**config.mk**
```make
export PLATFORM = sky130hd
export DESIGN_NAME = order_stream_gen
export DESIGN_NICKNAME = d
export VERILOG_FILES = /design/src/rtl/order_stream_gen.sv
export SDC_FILE = /design/constraint.sdc
export NUM_CORES = 1
export LEC_CHECK = 0
export CELL_PAD_IN_SITES_DETAIL_PLACEMENT = 1
export CELL_PAD_IN_SITES_GLOBAL_PLACEMENT = 1
export CORE_AREA = 2 2 116 118
export CTS_BUF_LIST = sky130_fd_sc_hd__clkbuf_16
export DETAILED_ROUTE_END_ITERATION = 10
export DIE_AREA = 0 0 118 120
export GPL_ROUTABILITY_DRIVEN = 0
export PLACE_DENSITY = 0.84
export SETUP_SLACK_MARGIN = 0.3
export SLEW_MARGIN = 20
export SYNTH_ARGS = -nofsm -noshare
export SYNTH_HDL_FRONTEND = slang
export SYNTH_SLANG_ARGS = --single-unit
```
**constraint.sdc**
```tcl
create_clock -name clk -period 3.43 [get_ports clk]
set_input_delay 0.686 -clock clk [delete_from_list [all_inputs] [get_ports clk]]
set_output_delay 0.686 -clock clk [all_outputs]
set_load 0.05 [all_outputs]
```
**src/rtl/order_stream_gen.sv**
```systemverilog
// Multi-channel pseudo-random buy/sell price source: per-channel 16-bit Galois LFSRs
// stepped by a clock divider, delivered over valid/ready with overrun counting and reseed.
module order_stream_gen #(
    parameter int          CHANNELS   = 2,
    parameter int          PRICE_W    = 8,
    parameter int          BASE_PRICE = 50,
    parameter int          OFS_BITS   = 5,
    parameter int          MIN_SPREAD = 5,
    parameter int          DIV_MAX    = 50000000,
    parameter logic [15:0] SEED0      = 16'hACE1
) (
    input  logic                         clk,
    input  logic                         reset,
    input  logic                         key_n,
    input  logic                         enable,
    input  logic                         out_ready,
    output logic                         out_valid,
    output logic [CHANNELS*PRICE_W-1:0]  buy_price,
    output logic [CHANNELS*PRICE_W-1:0]  sell_price,
    output logic [7:0]                   overrun_cnt,
    output logic                         tick
);

    localparam int                DIV_W  = $clog2(DIV_MAX);
    localparam int                CALC_W = PRICE_W + 2;
    localparam logic [CALC_W-1:0] SAT    = CALC_W'({PRICE_W{1'b1}});

    function automatic logic [15:0] zero_guard(input logic [15:0] v);
        return (v == 16'h0000) ? 16'h0001 : v;
    endfunction

    function automatic logic [15:0] seed_of(input int k);
        return zero_guard((SEED0 << k) | (SEED0 >> (16 - k)));
    endfunction

    function automatic logic [15:0] lfsr_step(input logic [15:0] v);
        return v[0] ? ((v >> 1) ^ 16'hB400) : (v >> 1);
    endfunction

    function automatic logic [PRICE_W-1:0] saturate(input logic [CALC_W-1:0] v);
        return (v > SAT) ? {PRICE_W{1'b1}} : v[PRICE_W-1:0];
    endfunction

    logic [DIV_W-1:0]            div_q, div_d;
    logic [15:0]                 lfsr_q [CHANNELS];
    logic [15:0]                 lfsr_d [CHANNELS];
    logic [2:0]                  key_sync_q;
    logic                        load_pend_q;
    logic                        out_valid_q, out_valid_d;
    logic [CHANNELS*PRICE_W-1:0] buy_q, buy_d, sell_q, sell_d;
    logic [CHANNELS*PRICE_W-1:0] buy_calc, sell_calc;
    logic [7:0]                  overrun_q, overrun_d;
    logic                        reseed;
    logic                        load;

    assign tick   = enable && (div_q == DIV_W'(DIV_MAX - 1));
    // key_sync_q[1] is the synchronised button, key_sync_q[2] its previous value.
    assign reseed = key_sync_q[2] & ~key_sync_q[1];
    assign load   = load_pend_q && (!out_valid_q || out_ready);

    always_comb begin
        logic [7:0]        div_bits;
        logic [CALC_W-1:0] buy_raw, sell_raw;
        // NOTE: every combinational output gets a default first so no path infers a latch.
        div_d     = div_q;
        buy_calc  = '0;
        sell_calc = '0;
        if (enable) begin
            div_d = tick ? '0 : div_q + DIV_W'(1);
        end
        for (int k = 0; k < CHANNELS; k++) begin
            lfsr_d[k] = lfsr_q[k];
            for (int i = 0; i < 8; i++) begin
                div_bits[i] = div_q[(8 * k + i) % DIV_W];
            end
            if (enable && reseed) begin
                lfsr_d[k] = zero_guard({lfsr_q[k][7:0], div_bits});
            end else if (tick) begin
                lfsr_d[k] = lfsr_step(lfsr_q[k]);
            end
            buy_raw  = CALC_W'(BASE_PRICE) + CALC_W'(lfsr_q[k][OFS_BITS-1:0]);
            sell_raw = buy_raw + CALC_W'(MIN_SPREAD) + CALC_W'(lfsr_q[k][8+OFS_BITS-1:8]);
            buy_calc[k*PRICE_W +: PRICE_W]  = saturate(buy_raw);
            sell_calc[k*PRICE_W +: PRICE_W] = saturate(sell_raw);
        end
    end

    always_comb begin
        out_valid_d = out_valid_q;
        buy_d       = buy_q;
        sell_d      = sell_q;
        overrun_d   = overrun_q;
        if (load) begin
            out_valid_d = 1'b1;
            buy_d       = buy_calc;
            sell_d      = sell_calc;
        end else if (load_pend_q) begin
            if (overrun_q != 8'hFF) overrun_d = overrun_q + 8'd1;
        end else if (out_valid_q && out_ready) begin
            out_valid_d = 1'b0;
        end
    end

    // NOTE: state registers use non-blocking assignments so every flop samples pre-edge values.
    always_ff @(posedge clk or posedge reset) begin
        if (reset) begin
            div_q       <= '0;
            key_sync_q  <= 3'b111;
            load_pend_q <= 1'b0;
            out_valid_q <= 1'b0;
            buy_q       <= '0;
            sell_q      <= '0;
            overrun_q   <= '0;
            for (int k = 0; k < CHANNELS; k++) lfsr_q[k] <= seed_of(k);
        end else begin
            div_q       <= div_d;
            key_sync_q  <= {key_sync_q[1:0], key_n};
            load_pend_q <= tick;
            out_valid_q <= out_valid_d;
            buy_q       <= buy_d;
            sell_q      <= sell_d;
            overrun_q   <= overrun_d;
            for (int k = 0; k < CHANNELS; k++) lfsr_q[k] <= lfsr_d[k];
        end
    end

    assign out_valid   = out_valid_q;
    assign buy_price   = buy_q;
    assign sell_price  = sell_q;
    assign overrun_cnt = overrun_q;

endmodule

```
; ---- Word-level counts from Yosys, hierarchy flattened
; Index checks and enable logic that the tools add are counted.
[classes]
add_sub_neg = 8
bitwise_logic = 5
muxes = 16
n_eq_ne = 3
n_reduce_logical = 12
order_cmp = 4
[op_table]
columns = op, n
row1 = two-way mux 16 bit, 8
row2 = zero test 16 bit, 2
row3 = two-way mux 8 bit, 4
row4 = "adder 26 x 1 -> 26 bit, second input constant", 1
row5 = "equality test 26 bit, second input constant", 1
row6 = two-way mux 26 bit, 1
row7 = adder 8 x 5 -> 9 bit, 2
row8 = "greater-than comparator 9 x 8 -> 1 bit, second input constant", 2
row9 = "adder 7 x 3 -> 8 bit, second input constant", 2
row10 = "greater-than comparator 7 x 8 -> 1 bit, second input constant", 2
row11 = "adder 6 x 5 -> 7 bit, first input constant", 2
row12 = "adder 8 x 1 -> 8 bit, second input constant", 1
row13 = "inequality test 8 bit, second input constant", 1
row14 = inverter 3 -> 4 bit, 2
row15 = logical AND 1 bit, 4
row16 = nonzero test 2 bit, 2
row17 = two-way mux 1 bit, 3
row18 = AND reduction 3 bit, 1
row19 = "inequality test 2 x 1 -> 1 bit, second input constant", 1
row20 = inverter 1 bit, 2
row21 = AND reduction 2 bit, 1
row22 = bitwise AND 1 bit, 1
row23 = zero test 1 bit, 1
row24 = logical OR 1 bit, 1
[word_totals]
elab_cells = 57
in_bits = 5
out_inout_bits = 42
reg_bits = 103

; ---- Longest topological paths before layout
; Gate-level depths: netlist of run 1.
[depth]
ltp_word = 5
ltp_mapped = 11
depth_no_buf = 10

; ---- Worst setup path after synthesis of run 1
; OpenSTA, ideal clock, no wires.
[synth_path]
path_type = in2out
startpoint = in enable
endpoint = out tick
arrival_time_ns = 2.082
slack_ns = 0.662
required_time_ns = 2.744
cell_stages = 6
n_path_buf = 3
cell_sequence = clkbuf_1 -> and3_1 -> nand2b_1 -> nor4_4 -> buf_2 -> buf_2
[synth_between]
elab_chain_cells = 1
[synth_rtl]
columns = element, line_no
row1 = start: declaration, 15  ; input logic enable,
row2 = logical AND 1 bit, 56  ; assign tick = enable && (div_q == DIV_W'(DIV_MAX - 1));
row3 = end: declaration, 21  ; output logic tick
; Every way passes these cells.

; ---- Worst setup path after layout of run 1
; Ends and elaborated chain as after synthesis.

==> key figures, run 1 <==
Clocking
  – Clock sinks: between 100 and 150
  – Later-pin clock latency in the skew report: approximately 350 ps
  – Num CTS Buffers: 9
  – Reg clk slew, reported paths: 60 ps
  – Clock Path Buffers: 2
  – Setup Buffers After CTS: 0
  – CTS tree: yes
  – Cts hold-fix bufs: 0
  – Root buffer cell: clkbuf_16
  – CTS-repair resized insts: 0
  – CTS H-tree lvls: 3

Synthesis
  – Top-count cell post-synth: dfrtp_1
  – Synth area leader: dfrtp_1
  – Top-area cell type share of the netlist area: 0.393
  – Post-Synth XOR/XNOR Area: 0.0772
  – Commonest cells post-synth: dfrtp_1, nand2_1, mux2i_1, o21ai_1, xnor2_1
  – Synth Area in Compound Gates: 0.0846
  – Ys async rst share: 1.00
  – Avg Cell Area, Syn: between 10 and 15 sq um
  – Yosys reg bits: about 100
  – Sequential-to-total area share from yosys stat: 0.489
  – Post-Synth Simple-Gate Area: 0.149
  – Top cells by area, synth: dfrtp_1, dfstp_2, mux2i_1
  – Synth Area in Adders: 0.0676
  – Post-synthesis mux area share: 0.0873
  – Most used flip-flop cell after synthesis: dfrtp_1
  – Synth warn: 0
  – Gate Count Post-Synth: 500
  – Distinct cells, synth: 47
  – Post-synth EDFFs: 0
  – Largest family of logic cells by synthesized area: simple AND/OR/NAND/NOR gates
  – Synthesized area: 5220 sq um

Setup path
  – Crit path launch type: input pin
  – Critical Path Source: enable
  – Reg2reg path depth: 10
  – FF-to-FF setup slack: roughly 850 ps
  – Crit path to: tick
  – Reg-to-reg startpoint: lfsr_q[1]$_DFFE_PP1P_
  – Type of the worst setup path: in2out
  – Data required, critical path: roughly 2700 ps
  – R2r endpoint: sell_price[14]$_DFFE_PP0P_
  – Slowest cell on the critical path: clkdlybuf4s50_1
  – CP Cell Sequence: clkdlybuf4s50_1 > and3_1 > nand2b_1 > nor4_4 > buf_12
  – CP arrival: between 2000 and 2500 ps
  – Crit. path cell count: 5
  – Crit path buffers/inverters: 2
  – Family with the most delay on the worst path: buffers and inverters
  – CP max FO: 8
  – Worst stage delay on the critical path: a little over 600 ps
  – Nature of the critical path endpoint: output port

Drt
  – DR iter-0 viols: between 150 and 200
  – DR vias: ~3700
  – Antenna-violating nets left: 0
  – Remaining DRCs: 0
  – WL per Instance: 16.1 um
  – Post-DR vias/cell: between 5 and 6
  – TritonRoute pass-1 iters: 4
  – WL final: about 12 mm

Timing
  – Tcrit/Tclk final: 0.860
  – TNS Setup: 0 ps
  – Setup repair after global routing missed its margin: false
  – Final max-slew violation count: 0
  – Max frequency: approximately 0.34 GHz
  – Worst-margin pin slew: about 780 ps
  – Worst clock skew: 4.09 ps
  – Final min period: 2950 ps
  – Endpoints failing setup: 0
  – Final Hold Violating Endpoints: 0
  – Setup ws final: ~480 ps
  – Slew HR: 0.480

Global route
  – First-pass GRT wire length: roughly 20 mm
  – Number of global-route vias before repair: roughly 4000
  – All-Layer GR Usage: 0.174
  – Largest net degree at the start of global routing: 66
  – Initial antenna violation count: 0
  – GR Overflow Total: 0

Final layout
  – Layout cells sized above 1: 0.113
  – Fin nets: around 570
  – Non-Filler Instances: roughly 710
  – Diode count: 0
  – Area growth syn-to-layout: 16.6%

Placement
  – Post-Place Worst Slack: a little under 500 ps
  – Cells after DPL: approximately 700
  – Dpl hpwl: 8.29 mm
  – Number of port buffers: 44

Pwr
  – Peak supply drop: 0.293 mV
  – Total chip power: 3.28 mW
  – Power Dens Cells: between 500 and 600 nW/um^2
  – P_leak: approximately 2.6 nW

Floorplanning
  – Std cell rows: 42
  – Core area: 13000 sq um
  – Initial Util: 0.402
  – Die height: 120 um
  – Die footprint: around 14000 sq um
  – Die W: between 100 and 150 um
  – IO Pins: 47

Job
  – Max_cap viols: 0

Min path
  – Min-Delay Path Class: reg2reg

Status
  – Status: finished, final reports clean
==> cells in the final DEF (no fill, tap or decap), types with 12 or more instances in the layout <==
master           Yosys  final
dfrtp_1             82     82
nand2_1             64     64
clkdlybuf4s50_1      0     43
mux2i_1             32     32
o21ai_1             32     32
xnor2_1             26     26
ha_1                25     25
nor2_1              24     23
inv_1               21     22
xor2_1              20     20
dfstp_2             19     19
o21ai_0             18     18
a21oi_1             13     13
mux2_2              12     12
==> worst register-to-register path, stage by stage, from the launching register on <==
cell     delay (ps)
dfstp_2         630
ha_1            260
inv_1            80
ha_1            240
inv_1           100
ha_1            240
a21o_1          200
a31o_2          240
a21oi_1         180
xnor2_1         160
o21ai_0         110
==> metrics by stage <==
stage                     area (sq um)  hold WS [ps]   util
after global routing              6080           360  0.469
final                             6080           356  0.469
after floorplan                   5230           345      -
after global placement            5820           347  0.449
after detailed placement          5820           348  0.449
after CTS                         6080           357  0.469
==> registers in the layout, summed over array words and instances (netlist names) <==
name         cells
sell_price      16
load_pend_q      1
overrun_cnt      8
key_sync_q       3
out_valid        1
div_q           26
lfsr_q          32
buy_price       14
==> final cells by class <==
class	instances	area [sq um]
clock buffer	9	225
clock inverter	7	35.0
fill	1446	6900
inverter	21	82.6
multi-input combinational	349	2440
sequential	101	2550
tap	176	220
timing repair buffer	51	528
==> report_power, final <==
part	internal [mW]	switching [mW]	total, mW
Combinational	0.408	0.470	0.879
Clock	0.480	0.429	0.909
Sequential	1.32	0.173	1.49
Total	2.21	1.07	3.28
==> routing by layer <==
metal  wire length [um]  vias up  global-route usage
li1                   -     1780                   -
met3                366       15              0.0433
met5                  0        -                   0
met2               6070       49               0.315
met4                136        0              0.0414
met1               4940     1854               0.207
==> worst min path at each step <==
stage | start | end | slack, ps | cells past startpoint
4_1_cts | key_sync_q[0]$_DFF_PP1_ | key_sync_q[1]$_DFF_PP1_ | 360 | 0
3_3_place_gp | key_sync_q[0]$_DFF_PP1_ | key_sync_q[1]$_DFF_PP1_ | 350 | 0
6_report | key_sync_q[0]$_DFF_PP1_ | key_sync_q[1]$_DFF_PP1_ | 360 | 0
2_1_floorplan | key_sync_q[0]$_DFF_PP1_ | key_sync_q[1]$_DFF_PP1_ | 350 | 0
5_1_grt | key_sync_q[0]$_DFF_PP1_ | key_sync_q[1]$_DFF_PP1_ | 360 | 0
3_5_place_dp | key_sync_q[0]$_DFF_PP1_ | key_sync_q[1]$_DFF_PP1_ | 350 | 0
==> cells by family after synthesis <==
family,after synthesis
muxes,44
DFF,101
AOI/OAI and AO/OA,80
other,1
xor gates and xnor gates,46
and+or+nand+nor,150
buffers and inverters,51
adders and majority gates,27
(Power assumes the default switching activity.)
==> run 2: changes to the inputs <==
Settings changed: CORE_AREA 2 2 116 118 to 4 4 118 120, DIE_AREA 0 0 118 120 to 0 0 122 124.
==> key figures, run 2 (synthesis gave the netlist of run 1 again) <==
Status
  – Status: finished, final reports clean

Timing
  – Tcrit/Tclk final: 0.867
  – Slew HR: 0.414
  – Max frequency: approximately 0.34 GHz
  – Final min period: between 2000 and 3000 ps
  – Setup ws final: 457 ps
  – Worst clock skew: a little under 8 ps
  – TNS Setup: 0 ps
  – Final Hold Violating Endpoints: 0
  – Setup repair after global routing missed its margin: false
  – Endpoints failing setup: 0
  – Worst-margin pin slew: about 900 ps
  – Final max-slew violation count: 0

Clocking
  – CTS tree: yes
  – Num CTS Buffers: 9
  – Root buffer cell: clkbuf_16
  – Setup Buffers After CTS: 0
  – CTS-repair resized insts: 0
  – Later-pin clock latency in the skew report: around 350 ps
  – Reg clk slew, reported paths: 70 ps
  – Clock Path Buffers: 2
  – CTS H-tree lvls: 3
  – Cts hold-fix bufs: 0
  – Clock sinks: ~100

Drt
  – DR vias: between 3000 and 4000
  – Routed met3 length: between 300 and 400 um
  – DR iter-0 viols: 146
  – Antenna-violating nets left: 0
  – Remaining DRCs: 0
  – Max Used Layer: met4
  – Met2 wire length: between 6 and 7 mm
  – WL per Instance: 16.7 um
  – TritonRoute pass-1 iters: 4
  – WL final: approximately 12 mm
  – Post-DR vias/cell: around 5.2
  – Met1 Wirelength: roughly 5.2 mm

Global route
  – GR Overflow Total: 0
  – First-pass GRT wire length: between 20 and 25 mm
  – Number of global-route vias before repair: about 4100
  – Initial antenna violation count: 0
  – Largest net degree at the start of global routing: 49
  – All-Layer GR Usage: 0.173

Pwr
  – Power Dens Cells: 553 nW/um^2
  – Peak supply drop: between 0.2 and 0.3 mV
  – Total chip power: roughly 3.4 mW
  – P_leak: around 2.6 nW

Setup path
  – CP max FO: 8
  – R2r endpoint: sell_price[5]$_DFFE_PP0P_
  – Reg2reg path depth: 9
  – Nature of the critical path endpoint: output port
  – Type of the worst setup path: in2out
  – Crit path launch type: input pin
  – FF-to-FF setup slack: roughly 800 ps
  – Reg-to-reg startpoint: lfsr_q[17]$_DFFE_PP0P_
  – Data required, critical path: around 2700 ps
  – CP arrival: 2290 ps

Final layout
  – Max reg flops: 32
  – Most common cell after layout, fill and taps aside: dfrtp_1
  – Fin nets: between 500 and 600
  – Area growth syn-to-layout: 17.5%
  – Biggest register: lfsr_q
  – Post-route cell area: roughly 6100 sq um
  – Diode count: 0
  – Most frequent cells in the layout: dfrtp_1, nand2_1, clkdlybuf4s50_1, mux2i_1, o21ai_1
  – Layout cells sized above 1: 0.118

Job
  – Max_cap viols: 0

Min path
  – Hold EP: key_sync_q[1]$_DFF_PP1_
  – Hold path startpoint: key_sync_q[0]$_DFF_PP1_
  – Min-Delay Path Class: reg2reg
  – Hold Path Cell Cnt: 0

Floorplanning
  – Die W: 122 um
  – Die footprint: roughly 15000 sq um
  – Die height: 124 um
  – Core area: about 13000 sq um
  – Std cell rows: 42
  – Initial Util: 0.402
  – IO Pins: 47

Placement
  – Post-Place Worst Slack: around 430 ps
  – Dpl hpwl: approximately 8.7 mm
  – Post-DP Area: a little under 6000 sq um
  – Number of port buffers: 44
-- run 2: power breakdown --
group          leakage [nW]  total (mW)  switching, mW  internal, mW
Sequential             1.32        1.50          0.179          1.32
Combinational          1.17       0.903          0.491         0.412
Clock                 0.147       0.990          0.434         0.555
Total                  2.63        3.39           1.10          2.28
-- run 2: critical path, cell delays in order --
cell             delay, ps
clkdlybuf4s50_1        610
and3_1                 270
nand2b_1               140
nor4_4                 390
buf_12                 190
-- run 2: worst max-delay path by stage --
stage / startpoint / endpoint
6_report: enable / tick
5_1_grt: enable / tick
4_1_cts: enable / tick
3_5_place_dp: enable / tick
3_3_place_gp: enable / tick
2_1_floorplan: enable / tick
-- run 2: per-stage QoR --
step                      instances  utilization  hold WS (ps)
after floorplan                 501            -           345
after global placement          701        0.450           346
after detailed placement        701        0.450           349
after CTS                       717        0.472           359
after global routing            717        0.472           361
final                           717        0.472           358
-- run 2: layout make-up --
cell class,count,area (sq um)
clock inverter,7,58.8
inverter,21,82.6
multi-input combinational,349,2440
tap,176,220
fill,1476,6850
clock buffer,9,225
timing repair buffer,54,551
sequential,101,2550
-- run 2: metal layers --
metal	GRT usage	vias to the layer above
met1	0.208	1878
met4	0.0476	0
li1	-	1785
met5	0	-
met3	0.0381	11
met2	0.311	51
==> run 3: changes to the inputs <==
Settings changed: CAP_MARGIN set to 40, SETUP_SLACK_MARGIN 0.3 to 0.02.
==> key figures, run 3 (synthesis gave the netlist of run 1 again) <==
Drt
  – DR vias: about 3700
  – Post-DR vias/cell: ~5.2
  – TritonRoute pass-1 iters: 4
  – DR iter-0 viols: 187
  – Remaining DRCs: 0
  – WL final: 11.8 mm
  – WL per Instance: about 17 um
  – Antenna-violating nets left: 0

Global route
  – First-pass GRT wire length: about 20 mm
  – GR Overflow Total: 0
  – Number of global-route vias before repair: slightly above 4000
  – Initial antenna violation count: 0
  – Largest net degree at the start of global routing: 60
  – All-Layer GR Usage: 0.170

Final layout
  – Layout cells sized above 1: 0.117
  – Final core utilization: 0.471
  – Most frequent cells in the layout: dfrtp_1, nand2_1, clkdlybuf4s50_1, mux2i_1, o21ai_1
  – Fin nets: 565
  – Diode count: 0
  – Max reg flops: 32
  – Area growth syn-to-layout: 17.1%
  – Post-route cell area: around 6100 sq um
  – Biggest register: lfsr_q
  – Most common cell after layout, fill and taps aside: dfrtp_1

Clocking
  – Num CTS Buffers: 9
  – Root buffer cell: clkbuf_16
  – Cts hold-fix bufs: 0
  – Clock sinks: 101
  – Reg clk slew, reported paths: around 60 ps
  – Later-pin clock latency in the skew report: about 350 ps
  – Clock Path Buffers: 2
  – CTS tree: yes
  – CTS H-tree lvls: 3
  – CTS-repair resized insts: 0
  – Setup Buffers After CTS: 0

Placement
  – Number of port buffers: 44
  – Post-DP Area: 5820 sq um
  – Dpl hpwl: 8.35 mm

Setup path
  – Data required, critical path: around 2700 ps
  – Family with the most delay on the worst path: buffers and inverters
  – Crit path buffers/inverters: 2
  – Type of the worst setup path: in2out
  – Crit path launch type: input pin
  – CP max FO: 8
  – CP arrival: around 2300 ps
  – CP Cell Sequence: clkdlybuf4s50_1 > and3_1 > nand2b_1 > nor4_4 > buf_12
  – Worst stage delay on the critical path: between 600 and 700 ps
  – Slowest cell on the critical path: clkdlybuf4s50_1
  – Nature of the critical path endpoint: output port

Timing
  – Max frequency: ~0.34 GHz
  – Final min period: a little under 3000 ps
  – Slew HR: 0.485
  – Worst clock skew: 10.8 ps
  – Worst-margin pin slew: between 700 and 800 ps
  – Setup repair after global routing missed its margin: false
  – Final max-slew violation count: 0
  – TNS Setup: 0 ps
  – Final Hold Violating Endpoints: 0
  – Endpoints failing setup: 0
  – Tcrit/Tclk final: 0.868

Pwr
  – Clock share of power: 0.296
  – Sw Pwr: about 1.1 mW
  – Power Dens Cells: roughly 560 nW/um^2
  – Combinational share of power: 0.266
  – P_leak: approximately 2.6 nW
  – Peak supply drop: 0.386 mV
  – Sw frac: 0.328
  – Int Pwr: about 2.3 mW
  – Seq pwr share: 0.438
  – Total chip power: 3.41 mW

Status
  – Status: finished, final reports clean

Floorplanning
  – IO Pins: 47
  – Core area: 13000 sq um
  – Die W: roughly 120 um
  – Initial Util: 0.402
  – Die footprint: approximately 15000 sq um
  – Std cell rows: 42
  – Die height: ~120 um

Min path
  – Min-Delay Path Class: reg2reg

Job
  – Max_cap viols: 0
-- run 3: cell types whose count changed in the layout (fill, tap and decap cells not counted) --
| cell | delta |
|---|---|
| inv_6 | +1 |
| clkinvlp_4 | +1 |
| buf_4 | -3 |
| clkinv_4 | -1 |
| inv_1 | -1 |
| clkinv_1 | -1 |
| inv_4 | +1 |
-- run 3: layer usage --
metal | part of all wire | global-route usage
met5 | 0 | 0
met2 | 0.52 | 0.306
met4 | 0.019 | 0.0623
met3 | 0.033 | 0.0350
met1 | 0.43 | 0.200
-- run 3: cell type report --
cell class | count | area, sq um
clock buffers | 9 | 225
clock inverters | 7 | 66.3
fillers | 1451 | 6870
inverters | 21 | 81.3
multi-input cells | 349 | 2440
flip-flops and latches | 101 | 2550
well taps | 176 | 220
repair buffers | 51 | 528
-- run 3: worst paths after layout --
check / startpoint / end / slack, ps / cells past startpoint
worst max register to register: lfsr_q[17]$_DFFE_PP0P_ / sell_price[7]$_DFFE_PP0P_ / 740 / 10
max in group asynchronous: reset / lfsr_q[6]$_DFFE_PP1P_ / 1940 / 3
worst max-delay path: enable / tick / 450 / 5
worst min-delay path: key_sync_q[0]$_DFF_PP1_ / key_sync_q[1]$_DFF_PP1_ / 360 / 0
worst min register to register: key_sync_q[0]$_DFF_PP1_ / key_sync_q[1]$_DFF_PP1_ / 360 / 0
min in group asynchronous: reset / overrun_cnt[7]$_DFFE_PP0P_ / 740 / 2
-- run 3: power by group through the flow --
stage	registers (mW)	clock network (mW)	logic, mW
floorplan	1.41	0	0.751
global placement	1.50	0	0.815
detailed placement	1.51	0	0.900
CTS	1.49	1.03	0.920
global route	1.51	1.08	1.03
finish	1.49	1.01	0.908
-- run 3: metrics by stage --
stage	setup WS, ps	std cells	hold WS, ps
final	452	714	356
after global routing	360	714	358
after CTS	453	714	357
after detailed placement	467	698	347
after global placement	478	698	346
after floorplan	128	501	345
